File: config.mk
export PLATFORM = sky130hd
export DESIGN_NAME = boss_dmg_sched
export DESIGN_NICKNAME = d
export VERILOG_FILES = /design/src/rtl/boss_pkg.sv /design/src/rtl/boss_hit_queue.sv /design/src/rtl/boss_dmg_sched.sv
export SDC_FILE = /design/constraint.sdc
export NUM_CORES = 1
export LEC_CHECK = 0
export BUFFER_PORTS_ARGS = -buffer_cell sky130_fd_sc_hd__buf_2
export CAP_MARGIN = 15
export CORE_AREA = 2 2 60 62
export CTS_CLUSTER_DIAMETER = 30
export DETAILED_ROUTE_END_ITERATION = 7
export DIE_AREA = 0 0 62 64
export GPL_TIMING_DRIVEN = 0
export PLACE_DENSITY = 0.76
export SKIP_LAST_GASP = 1
export SLEW_MARGIN = 15
export SYNTH_ARGS = -nofsm -noshare
export SYNTH_HDL_FRONTEND = slang
export SYNTH_SLANG_ARGS = --single-unit
File: constraint.sdc
create_clock -name clk -period 4.6 [get_ports clk]
set_input_delay 1.15 -clock clk [delete_from_list [all_inputs] [get_ports clk]]
set_output_delay 1.15 -clock clk [all_outputs]
set_load 0.005 [all_outputs]
File: src/rtl/boss_pkg.sv
// Shared types and defaults for the boss damage scheduler.
package boss_pkg;

    localparam int unsigned PEND_W            = 3;
    localparam int unsigned IFRAME_CYCLES_DEF = 32;
    localparam int unsigned PEND_MAX_DEF      = 7;

    typedef enum logic [1:0] {
        ST_IDLE     = 2'd0,
        ST_FIGHT    = 2'd1,
        ST_IFRAME   = 2'd2,
        ST_DEFEATED = 2'd3
    } state_t;

    typedef enum logic [1:0] {
        SRC_MELEE  = 2'd0,
        SRC_PROJ   = 2'd1,
        SRC_REMOTE = 2'd2
    } dmg_src_t;

    // Next source in round-robin order: melee -> projectile -> remote -> melee.
    function automatic dmg_src_t next_src(input dmg_src_t s);
        case (s)
            SRC_MELEE: return SRC_PROJ;
            SRC_PROJ:  return SRC_REMOTE;
            default:   return SRC_MELEE;
        endcase
    endfunction

endpackage

File: src/rtl/boss_hit_queue.sv
// One saturating pending-hit counter. clr wins over inc/dec; an inc that
// would exceed PEND_MAX without a matching dec is dropped and flagged for
// that cycle on overflow.
module boss_hit_queue
    import boss_pkg::*;
#(
    parameter int unsigned PEND_MAX = PEND_MAX_DEF
) (
    input  logic              clk,
    input  logic              rst,
    input  logic              clr,
    input  logic              inc,
    input  logic              dec,
    output logic [PEND_W-1:0] count,
    output logic              nonzero,
    output logic              overflow
);

    localparam logic [PEND_W-1:0] MAX_C = PEND_W'(PEND_MAX);

    logic [PEND_W-1:0] count_q;
    logic [PEND_W-1:0] count_d;

    // Next count and drop detection.
    always_comb begin
        count_d  = count_q;
        overflow = 1'b0;
        if (clr) begin
            count_d = '0;
        end else if (inc && !dec) begin
            if (count_q == MAX_C) begin
                overflow = 1'b1;
            end else begin
                count_d = count_q + 1'b1;
            end
        end else if (dec && !inc) begin
            if (count_q != '0) begin
                count_d = count_q - 1'b1;
            end
        end
    end

    // Counter register.
    always_ff @(posedge clk) begin
        if (rst) begin
            count_q <= '0;
        end else begin
            count_q <= count_d;
        end
    end

    assign count   = count_q;
    assign nonzero = (count_q != '0);

endmodule

File: src/rtl/boss_dmg_sched.sv
// Boss damage scheduler: queues hits from three sources, grants one at a
// time round-robin, then holds the boss invulnerable for IFRAME_CYCLES.
module boss_dmg_sched
    import boss_pkg::*;
#(
    parameter int unsigned IFRAME_CYCLES = IFRAME_CYCLES_DEF,
    parameter int unsigned PEND_MAX      = PEND_MAX_DEF
) (
    input  logic       clk,
    input  logic       rst,
    input  logic       game_start,
    input  logic [1:0] game_active,
    input  logic       melee_hit,
    input  logic       projectile_hit,
    input  logic       remote_hit,
    input  logic [6:0] boss_hp,
    output logic       dmg_strobe,
    output logic [1:0] dmg_src,
    output logic       iframe,
    output logic       boss_defeated,
    output logic       pend_overflow
);

    state_t     state_q, state_d;
    logic [7:0] timer_q, timer_d;
    dmg_src_t   last_q, last_d;
    logic       strobe_q, strobe_d;
    dmg_src_t   src_q, src_d;
    logic       iframe_q, iframe_d;
    logic       defeated_q, defeated_d;
    logic       ovf_q, ovf_d;

    logic [2:0]        hit_vec;
    logic [2:0]        q_inc;
    logic [2:0]        q_dec;
    logic [2:0]        q_nz;
    logic [2:0]        q_ovf;
    logic              q_clr;
    logic [2:0]        req;
    logic              fight_on;
    logic              grant_found;
    logic              grant_vld;
    dmg_src_t          grant_src;
    dmg_src_t          cand;
    logic [PEND_W-1:0] pend_cnt [3];
    logic              unused_pend_cnt;

    assign hit_vec  = {remote_hit, projectile_hit, melee_hit};
    assign fight_on = (state_q == ST_FIGHT) || (state_q == ST_IFRAME);

    // Queue controls: game_start and leaving the fight wipe the queues
    // (clr dominates any same-cycle hit); hits are ignored once defeated.
    always_comb begin
        q_clr = game_start || (fight_on && ((game_active == 2'd0) || (boss_hp == 7'd0)));
        q_inc = (!game_start && (state_q != ST_DEFEATED)) ? hit_vec : 3'b000;
        q_dec = 3'b000;
        if (grant_vld) begin
            q_dec[grant_src] = 1'b1;
        end
    end

    for (genvar i = 0; i < 3; i++) begin : g_q
        boss_hit_queue #(
            .PEND_MAX(PEND_MAX)
        ) u_q (
            .clk     (clk),
            .rst     (rst),
            .clr     (q_clr),
            .inc     (q_inc[i]),
            .dec     (q_dec[i]),
            .count   (pend_cnt[i]),
            .nonzero (q_nz[i]),
            .overflow(q_ovf[i])
        );
    end

    // Counts are kept for observability only; grants use the nonzero flags.
    assign unused_pend_cnt = ^{pend_cnt[0], pend_cnt[1], pend_cnt[2]};

    // Round-robin arbiter: a same-cycle hit counts as a request so an idle
    // queue can be granted with one cycle of latency (inc+dec cancel).
    always_comb begin
        req         = q_nz | hit_vec;
        grant_found = 1'b0;
        grant_src   = SRC_MELEE;
        cand        = last_q;
        for (int unsigned k = 0; k < 3; k++) begin
            cand = next_src(cand);
            if (!grant_found && req[cand]) begin
                grant_found = 1'b1;
                grant_src   = cand;
            end
        end
        grant_vld = grant_found && (state_q == ST_FIGHT) && !game_start &&
                    (game_active != 2'd0) && (boss_hp != 7'd0);
    end

    // FSM next-state and registered-output values.
    always_comb begin
        state_d  = state_q;
        timer_d  = timer_q;
        last_d   = last_q;
        strobe_d = 1'b0;
        src_d    = src_q;
        ovf_d    = ovf_q | (|q_ovf);
        if (game_start) begin
            state_d = (game_active != 2'd0) ? ST_FIGHT : ST_IDLE;
            timer_d = '0;
            last_d  = SRC_REMOTE;
            ovf_d   = 1'b0;
        end else begin
            case (state_q)
                ST_IDLE: begin
                    if (game_active != 2'd0) begin
                        state_d = ST_FIGHT;
                    end
                end
                ST_FIGHT: begin
                    if (game_active == 2'd0) begin
                        state_d = ST_IDLE;
                    end else if (boss_hp == 7'd0) begin
                        state_d = ST_DEFEATED;
                    end else if (grant_vld) begin
                        state_d  = ST_IFRAME;
                        timer_d  = 8'(IFRAME_CYCLES - 1);
                        last_d   = grant_src;
                        strobe_d = 1'b1;
                        src_d    = grant_src;
                    end
                end
                ST_IFRAME: begin
                    if (game_active == 2'd0) begin
                        state_d = ST_IDLE;
                        timer_d = '0;
                    end else if (boss_hp == 7'd0) begin
                        state_d = ST_DEFEATED;
                        timer_d = '0;
                    end else if (timer_q == '0) begin
                        state_d = ST_FIGHT;
                    end else begin
                        timer_d = timer_q - 8'd1;
                    end
                end
                default: begin
                    state_d = ST_DEFEATED;
                end
            endcase
        end
        iframe_d   = (state_d == ST_IFRAME);
        defeated_d = (state_d == ST_DEFEATED);
    end

    // FSM state, timer, arbiter pointer and registered outputs.
    always_ff @(posedge clk) begin
        if (rst) begin
            state_q    <= ST_IDLE;
            timer_q    <= '0;
            last_q     <= SRC_REMOTE;
            strobe_q   <= 1'b0;
            src_q      <= SRC_MELEE;
            iframe_q   <= 1'b0;
            defeated_q <= 1'b0;
            ovf_q      <= 1'b0;
        end else begin
            state_q    <= state_d;
            timer_q    <= timer_d;
            last_q     <= last_d;
            strobe_q   <= strobe_d;
            src_q      <= src_d;
            iframe_q   <= iframe_d;
            defeated_q <= defeated_d;
            ovf_q      <= ovf_d;
        end
    end

    assign dmg_strobe    = strobe_q;
    assign dmg_src       = src_q;
    assign iframe        = iframe_q;
    assign boss_defeated = defeated_q;
    assign pend_overflow = ovf_q;

endmodule

==> results of run 1 <==
-- path summary, 6_finish.rpt --
kind                   start                   to
setup / recovery  boss_hp[2]  g_q[0].u_q.count[2]
hold / removal    dmg_src[1]           dmg_src[1]
setup reg to reg  state_q[0]  g_q[2].u_q.count[1]
hold reg to reg   dmg_src[1]           dmg_src[1]
-- routing by layer --
layer	vias to the layer above	share of wire
met5	-	0
met4	0	0.017
met3	7	0.033
met2	31	0.48
met1	832	0.47
li1	886	-
-- layout make-up --
class | count | area (um2) | area share
flip-flops and latches | 27 | 541 | 0.268
clock buffers | 3 | 22.5 | 0.0112
inverters | 9 | 33.8 | 0.0167
clock inverters | 1 | 5.00 | 0.00248
plain buffers | 5 | 20.0 | 0.00991
well taps | 46 | 57.6 | 0.0285
multi-input cells | 179 | 1240 | 0.616
repair buffers | 19 | 95.1 | 0.0471
-- report_power, final --
part | internal, W | switching (W) | leakage (nW)
Sequential | 0.000239 | 0.00000669 | 0.218
Combinational | 0.0000392 | 0.0000610 | 0.497
Clock | 0.0000328 | 0.0000766 | 0.0177
Total | 0.000311 | 0.000144 | 0.734
-- registers in the layout (all words and copies together) (netlist names) --
register,flops
g_q.u_q.count,9
pend_overflow,1
timer_q,8
state_q,2
last_q,2
boss_defeated,1
dmg_src,2
dmg_strobe,1
iframe,1
-- cell usage after synthesis, drive strengths merged, types with 2 or more instances --
master and instances:
dfxtp 27, clkbuf 4, nand3 4, a31oi 7, nor3b 5, nand4 5, nor2b 2, fa 3
a21o 2, nor3 10, or4 3, a221oi 2, or3 4, o31a 3, or2 3, and2 4
inv 9, a21oi 20, xor2 4, o2111ai 2, ha 9, nor2 18, o211ai 3, o21ai 22
and3 2, a311oi 3, nand2 15, nor4 6
-- critical path, stage by stage --
cell,delay [ns]
buf_2,0.10
nor4_1,0.58
a211oi_1,0.29
nand2_2,0.26
nor2_1,0.07
nand2_1,0.08
ha_1,0.14
clkbuf_1,0.28
inv_1,0.10
fa_1,0.44
nor3b_1,0.20
a21oi_1,0.06
o31a_1,0.25
a21oi_1,0.11
-- layout by cell type, fill, tap and decap left out, drive strengths merged, types with 2 or more instances in the layout --
master,instances
fa,3
and2,4
nor2b,2
o2111ai,2
nand4,5
buf,20
nor2,18
inv,9
ha,9
a221oi,2
dfxtp,27
o31a,3
and3,2
nand3,4
nor3,10
or2,3
nand2,15
a311oi,3
a21o,2
or4,3
xor2,4
a31oi,7
clkbuf,7
or3,4
nor4,6
a21oi,20
o211ai,3
o21ai,22
nor3b,5
-- logic make-up after synthesis --
group,count (synthesis),share of synthesized area
AOI/OAI and AO/OA,77,0.285
xor gates and xnor gates,5,0.0238
adders and majority gates,12,0.0939
buffers and inverters,14,0.0292
DFF,27,0.294
muxes,1,0.00544
and+or+nand+nor,84,0.269
-- per-stage QoR --
step	utilization	setup WS (ns)	cells	total power [W]
after global routing	0.615	0.512	289	0.000476
after floorplan	-	0.894	220	0.000322
after detailed placement	0.606	0.392	285	0.000349
after global placement	0.606	0.433	285	0.000347
final	0.615	0.770	289	0.000455
after CTS	0.615	0.753	289	0.000458
==> metrics.md, run 1 <==
| Metric | Value |
|---|---|
| Grt met1 use | 0.309 |
| Sequential area share after synthesis | 0.294 |
| Fraction of layout cells with a size suffix above 1 | 0.165 |
| Final instance area | 2020 um2 |
| Post-DP Area | 1990 um2 |
| Worst-Skew Late Latency | 0.34 ns |
| Drt pass-1 iters | 4 |
| Setup crit end kind | register |
| Worst-case reg-to-reg path depth | 12 |
| Clock transition at the registers of the reported paths | 0.15 ns |
| Setup violators final | 0 |
| Final min period | 3.83 ns |
| Reg2Reg Setup Slack | 1.08 ns |
| Total gr overflow | 0 |
| Clk sinks | 27 |
| GR Util met3 | 0.0283 |
| Largest net degree at the start of global routing | 16 |
| Asr flop ratio synth | 0 |
| Slew HR | 0.570 |
| Syn Area/Cell | 8.36 um2 |
| Ys flop type | dfxtp_1 |
| Peak VDD IR | 0.0970 mV |
| 1st-iter DRT viols | 164 |
| Syn Nets | 247 |
| Flops & latches, synth | 27 |
| Cell taking the most area after synthesis | dfxtp_1 |
| Clock Skew | 0.00568 ns |
| Area of the mapped netlist | 1840 um2 |
| Final hold slack | 0.474 ns |
| RSZ-0062 raised after global routing | no |
| CTS tree | done |
| Post-synth top area share | 0.294 |
| Initial Util | 0.560 |
| Vias | 1,756 |
| Total core area | 3280 um2 |
| Status | finished clean |
| Chip height | 64 um |
| All-Layer GR Usage | 0.236 |
| Max-cap violations | 0 |
| Root Driver | clkbuf_4 |
| Highest clock rate | 261 MHz |
| DR DRC count | 0 |
| Crit Path Class | input pin to register |
| Area growth from synthesis to layout | 9.80% |
| Worst endpoint required time | 4.88 ns |
| Power Density | 225 nW/um2 |
| I/O pin count | 21 |
| Die width | 62 um |
| H-tree Lvls | 1 |
| Crit start category | input pin |
| Leak | 0.734 nW |
| Worst-margin pin slew | 0.639 ns |
| Number of synthesized flops with an enable pin | 0 |
| Antenna fix cells | 0 |
| # fillers | 298 |
| Die area | 3970 um2 |
| Ranking of synthesized cells by area | dfxtp_1 (29%), ha_1 (6.1%), o21ai_0 (5.7%), a21oi_1 (5.2%), nor2_1 (3.7%) |
| Setup bufs post-CTS | 0 |
| Ys Warns | 0 |
| Final Hold Fails | 0 |
| DRT antenna net count | 0 |
| Cells after Synth | 220 |
| Final WL | 4.14 mm |
| GR Util met2 | 0.380 |
| Critical Path AT | 4.11 ns |
| Clock Path Buffers | 2 |
| Fin crit share | 0.833 |
| Num rows | 21 |
| Post-cts sizing count | 0 |
| GRT Max-Usage Layer | met2 |
| Hpwl dp | 3.07 mm |
| Vias in the first global route | 1,724 |
| WL per Instance | 14.3 um |
| Hold Path Class | register to register |
| Yosys cell types | 57 |
| Setup TNS | 0 ns |
| Buffers on Ports | 19 |
| Worst-path maximum fanout | 9 |
| First-pass GRT wire length | 7.29 mm |
| Slew Limit Fails | 0 |
| Initial antenna violation count | 0 |
| Hold path cells | 2 |
| Final #Nets | 271 |
| DR vias/cell | 6.08 |
| CTS buffer count | 3 |
| Routability cong. | 0.849 |
| CTS Hold Buffers Added | 0 |
(Power assumes the default switching activity.)
==> inputs of run 2 (changes only) <==
--- a/config.mk
+++ b/config.mk
@@ -7,12 +7,12 @@
 export LEC_CHECK = 0
 export BUFFER_PORTS_ARGS = -buffer_cell sky130_fd_sc_hd__buf_2
 export CAP_MARGIN = 15
-export CORE_AREA = 2 2 60 62
+export CORE_AREA = 2 2 63 65
 export CTS_CLUSTER_DIAMETER = 30
 export DETAILED_ROUTE_END_ITERATION = 7
-export DIE_AREA = 0 0 62 64
+export DIE_AREA = 0 0 65 67
 export GPL_TIMING_DRIVEN = 0
-export PLACE_DENSITY = 0.76
+export PLACE_DENSITY = 0.73
 export SKIP_LAST_GASP = 1
 export SLEW_MARGIN = 15
 export SYNTH_ARGS = -nofsm -noshare
==> constraint.sdc (replaced) <==
create_clock -name clk -period 3.4 [get_ports clk]
set_input_delay 0.85 -clock clk [delete_from_list [all_inputs] [get_ports clk]]
set_output_delay 0.85 -clock clk [all_outputs]
set_load 0.005 [all_outputs]
==> run 2 against run 1 <==
  * Wire length down 0.82%
  * Critical path depth down 2
  * Setup slack worse by 0.57 ns
  * Flip-flop and latch count unchanged
  * Register-to-register slack worse by 0.84 ns
  * Critical endpoint is now g_q[2].u_q.count[2]
  * Highest routed layer unchanged
==> metrics.md, run 2 (synthesis results as in run 1) <==
| Metric | Value |
|---|---|
| Highest clock rate | 312 MHz |
| CTS tree | done |
| Clock Path Buffers | 2 (unchanged) |
| Slew Limit Fails | 0 (unchanged) |
| Critical Path AT | 3.41 ns (-0.70 ns) |
| Die area | 4360 um2 (+9.8%) |
| Die width | 65 um (+4.8%) |
| Switching share of power | 0.301 (-0.0154) |
| Chip height | 67 um (+4.7%) |
| Final #Nets | 269 (-0.74%) |
| DR vias/cell | 5.99 (-1.4%) |
| Final Hold Fails | 0 (unchanged) |
| Slew HR | 0.641 (+0.0706) |
| Peak VDD IR | 0.173 mV (+79%) |
| Vias in the first global route | 1,554 (-9.9%) |
| Worst endpoint required time | 3.61 ns (-1.27 ns) |
| Clock Skew | 0.00696 ns (+0.00128 ns) |
| DRT antenna net count | 0 (unchanged) |
| Clk sinks | 27 (unchanged) |
| RSZ-0062 raised after global routing | yes |
| Fraction of layout cells with a size suffix above 1 | 0.183 (+0.0180) |
| Buffers on Ports | 19 (unchanged) |
| Leak | 0.748 nW (+2.0%) |
| Setup crit end kind | register |
| Vias | 1,732 (-1.4%) |
| Root Driver | clkbuf_8 |
| Commonest cells after routing, fill and taps aside | dfxtp_1 (27), o21ai_0 (21), buf_2 (20) |
| Final WL | 4.11 mm (-0.82%) |
| Routability cong. | 0.869 (+2.3%) |
| Clk pwr share | 0.284 (+0.044) |
| Setup violators final | 0 (unchanged) |
| Max-cap violations | 0 (unchanged) |
| Area growth from synthesis to layout | 13.0% |
| Worst-margin pin slew | 0.535 ns (-0.104 ns) |
| First-pass GRT wire length | 6.98 mm (-4.2%) |
| DR DRC count | 0 (unchanged) |
| WL per Instance | 14.2 um (-0.82%) |
| Delay-heaviest family, CP | simple AND/OR/NAND/NOR gates |
| Initial Util | 0.510 (-0.0499) |
| Status | finished clean |
| Flip-flop count of the largest register after layout | 9 (unchanged) |
| Cell Int Power | 0.000460 W (+48%) |
| Worst-Skew Late Latency | 0.28 ns (-0.06 ns) |
| Hpwl dp | 3.04 mm (-0.79%) |
| Crit Path Class | input pin to register |
| Commonest non-fill, non-tap cell in the layout | dfxtp_1 |
| CP max-delay cell | fa_1 |
| Largest net degree at the start of global routing | 16 (unchanged) |
| Final min period | 3.20 ns |
| Final instance area | 2080 um2 (+2.9%) |
| Total gr overflow | 0 (unchanged) |
| Final hold slack | 0.462 ns (-0.0114 ns) |
| All-Layer GR Usage | 0.205 (-0.0308) |
| CP Buf/Inv Count | 2 (-1) |
| Power Density | 317 nW/um2 (+41%) |
| Crit start category | input pin |
| Part of the power in registers | 0.504 (-0.036) |
| Fin cells | 289 (unchanged) |
| Antenna fix cells | 0 (unchanged) |
| CTS buffer count | 3 (unchanged) |
| 1st-iter DRT viols | 150 (-8.5%) |
| Post-DP Area | 2000 um2 (+0.44%) |
| Net Switching | 0.000199 W (+38%) |
| Clock transition at the registers of the reported paths | 0.10 ns (-0.05 ns) |
| Total core area | 3610 um2 (+9.8%) |
| Critical Path, Cell by Cell | buf_2 -> nor4_4 -> a211oi_2 -> nand2_2 -> or3_4 -> ha_1 -> inv_1 -> fa_1 -> nor3b_1 -> a21oi_1 -> o31a_1 -> a21oi_1 |
| I/O pin count | 21 (unchanged) |
| Setup bufs post-CTS | 0 (unchanged) |
| H-tree Lvls | 1 (unchanged) |
| Drt pass-1 iters | 4 (unchanged) |
| Combinational share of power | 0.212 (-0.008) |
| Most Frequent Cell on Critical Path | a21oi_1 |
| Num rows | 22 (+4.8%) |
| Worst-path maximum fanout | 9 (unchanged) |
| Total power | 0.000659 W (+45%) |
| CP max stage delay | 0.44 ns (-0.14 ns) |
| Fin crit share | 0.943 |
| Placed insts | 287 (+0.70%) |
| Hold Path Class | register to register |
| Initial antenna violation count | 0 (unchanged) |
| # fillers | 347 (+16%) |
| Final Util | 0.576 (-0.0385) |
[run 2: changes by cell type in the layout (fill, tap and decap cells not counted), sizes merged]
cell / previous run / this run
clkbuf: 7 / 5
[run 2: routing by layer]
| metal | global-route usage | routed length [um] | up-vias | share of wire |
|---|---|---|---|---|
| li1 | - | - | 881 | - |
| met1 | 0.265 | 1860 | 798 | 0.45 |
| met2 | 0.348 | 1970 | 48 | 0.48 |
| met3 | 0.0405 | 230 | 5 | 0.056 |
| met4 | 0.0532 | 38 | 0 | 0.0093 |
| met5 | 0 | 0 | - | 0 |
[run 2: metrics by stage]
step / setup TNS (ns) / setup WS, ns
floorplan: 0 / 0.161
global placement: -0.979 / -0.276
detailed placement: -1.15 / -0.330
CTS: 0 / 0.00763
global route: -0.0263 / -0.0263
finish: 0 / 0.195
[run 2: repair_timing]
item,4_1_cts,5_1_grt
resized for setup,4,2
endpoints found under the setup margin,2,4
hold buffers,0,0
[run 2: power by group through the flow]
stage / clock network [W] / registers [W] / logic, W
6_report: 0.000187 / 0.000332 / 0.000139
3_5_place_dp: 0 / 0.000339 / 0.000134
5_1_grt: 0.000206 / 0.000333 / 0.000156
4_1_cts: 0.000195 / 0.000332 / 0.000137
2_1_floorplan: 0 / 0.000337 / 0.0000988
3_3_place_gp: 0 / 0.000339 / 0.000132
[run 2: layout make-up]
| type | instances | area, um2 | area share |
|---|---|---|---|
| Buffer | 3 | 12.5 | 0.00602 |
| Clock buffer | 3 | 41.3 | 0.0199 |
| Timing Repair Buffer | 19 | 95.1 | 0.0458 |
| Inverter | 9 | 33.8 | 0.0163 |
| Multi-Input combinational cell | 179 | 1290 | 0.621 |
| Tap cell | 48 | 60.1 | 0.0289 |
| Sequential cell | 27 | 541 | 0.260 |
| Clock inverter | 1 | 5.00 | 0.00241 |
[run 2: path summary, 6_finish.rpt]
path,startpoint,endpoint,slack [ns],depth (start not counted)
hold / removal,dmg_src[0],dmg_src[0],0.46,2
setup / recovery,boss_hp[2],g_q[2].u_q.count[2],0.20,12
hold reg to reg,dmg_src[0],dmg_src[0],0.46,2
setup reg to reg,state_q[0],g_q[2].u_q.count[1],0.24,11
[run 2: worst reg2reg max path, cell delays in order, from the launching register on]
cell	delay, ns
dfxtp_1	0.45
ha_2	0.29
inv_1	0.12
a211oi_2	0.31
nand2_2	0.21
or3_4	0.44
ha_1	0.29
inv_1	0.10
fa_1	0.42
nor2b_1	0.15
o21ai_0	0.16
a31oi_1	0.09
==> inputs of run 3 (changes only) <==
==> constraint.sdc (replaced) <==
create_clock -name clk -period 2.75 [get_ports clk]
set_input_delay 0.6875 -clock clk [delete_from_list [all_inputs] [get_ports clk]]
set_output_delay 0.6875 -clock clk [all_outputs]
set_load 0.005 [all_outputs]
==> run 3 against run 2 <==
  * Design area is 13% higher
  * Sequential power up 24%
  * Global-route usage up 0.10 points
  * Flip-flop and latch count is the same
  * First-iteration DRC count up 33%
  * Critical path type is now register to register
  * Via count rose by 7.9%
  * Highest routed layer unchanged
  * Critical endpoint is now g_q[2].u_q.count[1]
  * Core utilization is 7.7 points higher
  * Sequential share of layout area decreased by 2.4 points
==> metrics.md, run 3 (synthesis results as in run 1) <==
| Metric | Value |
|---|---|
| Status | finished clean |
| Leak | 0.877 nW (+17%) |
| Num rows | 22 (unchanged) |
| WL per Instance | 14.6 um (+2.7%) |
| Root Driver | clkbuf_8 |
| DR DRC count | 0 (unchanged) |
| Chip height | 67 um (unchanged) |
| Final min period | 2.66 ns |
| Hold path cells | 2 (unchanged) |
| Highest clock rate | 375 MHz |
| Flip-flop count of the largest register after layout | 9 (unchanged) |
| Reg2Reg Setup Slack | 0.09 ns (-0.15 ns) |
| Max-cap violations | 0 (unchanged) |
| RR Startpoint | state_q[1] |
| I/O pin count | 21 (unchanged) |
| Critical Path, Cell by Cell | inv_4 -> ha_4 -> clkinvlp_4 -> a211oi_4 -> nand2_4 -> or3_4 -> ha_4 -> inv_4 -> fa_2 -> nor2b_4 -> o21ai_1 -> a31oi_1 |
| Slew HR | 0.664 (+0.0235) |
| Setup TNS | 0 ns (unchanged) |
| Clk sinks | 27 (unchanged) |
| Commonest non-fill, non-tap cell in the layout | buf_2 |
| Total gr overflow | 0 (unchanged) |
| Setup crit end kind | register |
| Setup violators final | 0 (unchanged) |
| CTS Hold Buffers Added | 0 (unchanged) |
| Die width | 65 um (unchanged) |
| Crit Path Class | register to register |
| DR vias/cell | 6.05 (+0.93%) |
| Fraction of layout cells with a size suffix above 1 | 0.322 (+0.139) |
| Die area | 4360 um2 (unchanged) |
| Commonest cells after routing, fill and taps aside | buf_2 (20), buf_4 (19), a21oi_1 (18), o21ai_0 (18), dfxtp_1 (18) |
| Vias in the first global route | 1,637 (+5.3%) |
| Worst flop-to-flop path endpoint | g_q[2].u_q.count[1] |
| Worst-case reg-to-reg path depth | 12 (+1) |
| Power Density | 366 nW/um2 (+15%) |
| Largest net degree at the start of global routing | 15 (-1) |
| Total core area | 3610 um2 (unchanged) |
| Worst-Skew Late Latency | 0.27 ns (about the same) |
| CTS tree | done |
| DRT antenna net count | 0 (unchanged) |
| CP max stage delay | 0.42 ns (-0.02 ns) |
| 1st-iter DRT viols | 200 (+33%) |
| CTS buffer count | 3 (unchanged) |
| Antenna fix cells | 0 (unchanged) |
| Total power | 0.000862 W (+31%) |
| Slew Limit Fails | 0 (unchanged) |
| Worst endpoint required time | 2.90 ns (-0.71 ns) |
| Critical Path AT | 2.81 ns (-0.60 ns) |
| H-tree Lvls | 1 (unchanged) |
| Drt pass-1 iters | 4 (unchanged) |
| Routability cong. | 0.790 (-9.1%) |
| Clock Skew | 0.00131 ns (-0.00565 ns) |
| RSZ-0062 raised after global routing | yes |
| Final Hold Fails | 0 (unchanged) |
| Worst-margin pin slew | 0.504 ns (-0.0311 ns) |
| Initial antenna violation count | 0 (unchanged) |
| Hold Path Class | register to register |
| Clock Path Buffers | 2 (unchanged) |
| First-pass GRT wire length | 7.13 mm (+2.1%) |
| Crit start category | register |
| Hpwl dp | 3.22 mm (+5.8%) |
| CP max-delay cell | fa_2 |
| Hold EP | dmg_src[0] |
| Final WL | 4.51 mm (+9.8%) |
| Initial Util | 0.510 (unchanged) |
| Buffers on Ports | 19 (unchanged) |
| Hold path start | dmg_src[0] |
| Vias | 1,869 (+7.9%) |
| Worst-path maximum fanout | 7 (-2) |
| All-Layer GR Usage | 0.206 (+0.00100) |
| Area growth from synthesis to layout | 28.2% |
| Fin crit share | 0.969 |
| Peak VDD IR | 0.194 mV (+12%) |
| Clock transition at the registers of the reported paths | 0.09 ns (about the same) |
| Final #Nets | 289 (+7.4%) |
==> run 3: changes by cell type in the layout (fill, tap and decap cells not counted), sizes merged <==
| cell | change |
|---|---|
| clkbuf | +2 |
| buf | +19 |
| inv | -1 |
| clkinvlp | +1 |
| clkinv | -1 |
==> run 3: through the flow <==
step	setup WS, ns	cell area, um2	util	instances	hold slack [ns]
after CTS	-0.0185	2250	0.623	301	0.457
final	0.0864	2360	0.654	309	0.467
after global routing	-0.0214	2360	0.654	309	0.508
after detailed placement	-0.407	2110	0.584	287	0.444
after global placement	-0.358	2110	0.584	287	0.441
after floorplan	-0.0740	1950	-	220	0.444
==> run 3: worst max-delay path by stage <==
stage	depth (start not counted)	to	from
finish	12	g_q[2].u_q.count[1]	state_q[1]
global placement	13	g_q[2].u_q.count[2]	boss_hp[6]
CTS	12	g_q[2].u_q.count[1]	projectile_hit
floorplan	11	g_q[2].u_q.count[1]	game_start
detailed placement	13	g_q[2].u_q.count[2]	boss_hp[6]
global route	14	g_q[0].u_q.count[2]	g_q[2].u_q.count[0]
==> run 3: area by class of cell <==
class,instances,area [um2]
Buffer,4,47.5
Clock buffer,4,45.0
Fill cell,319,1250
Inverter,9,42.5
Multi-Input combinational cell,179,1370
Sequential cell,27,557
Tap cell,48,60.1
Timing Repair Buffer,38,238
==> run 3: critical path: cells and delay by family, from the launching register on <==
kind                       cells  cell delay [ns]
buffers and inverters          3             0.25
and+or+nand+nor                3             0.65
adders and majority gates      3             0.79
DFF                            1             0.37
AOI/OAI and AO/OA              3             0.49
==> run 3: repair_timing <==
item,CTS,global route
setup endpoints to repair,8,7
pin swaps,8,10
setup buffers,10,9
endpoints found under the hold margin,0,0
gates resized for setup,7,21
==> run 3: layer usage <==
| layer | share of wire | vias to the layer above | routed length, um | global-route usage |
|---|---|---|---|---|
| li1 | - | 926 | - | - |
| met1 | 0.44 | 894 | 1970 | 0.244 |
| met2 | 0.52 | 42 | 2330 | 0.392 |
| met3 | 0.037 | 7 | 165 | 0.0220 |
| met4 | 0.010 | 0 | 45 | 0.0532 |
| met5 | 0 | - | 0 | 0 |
==> run 3: power breakdown <==
group          total (W)  switching [W]  internal [W]
Clock           0.000226       0.000123      0.000104
Sequential      0.000411      0.0000123      0.000399
Combinational   0.000225       0.000121      0.000104
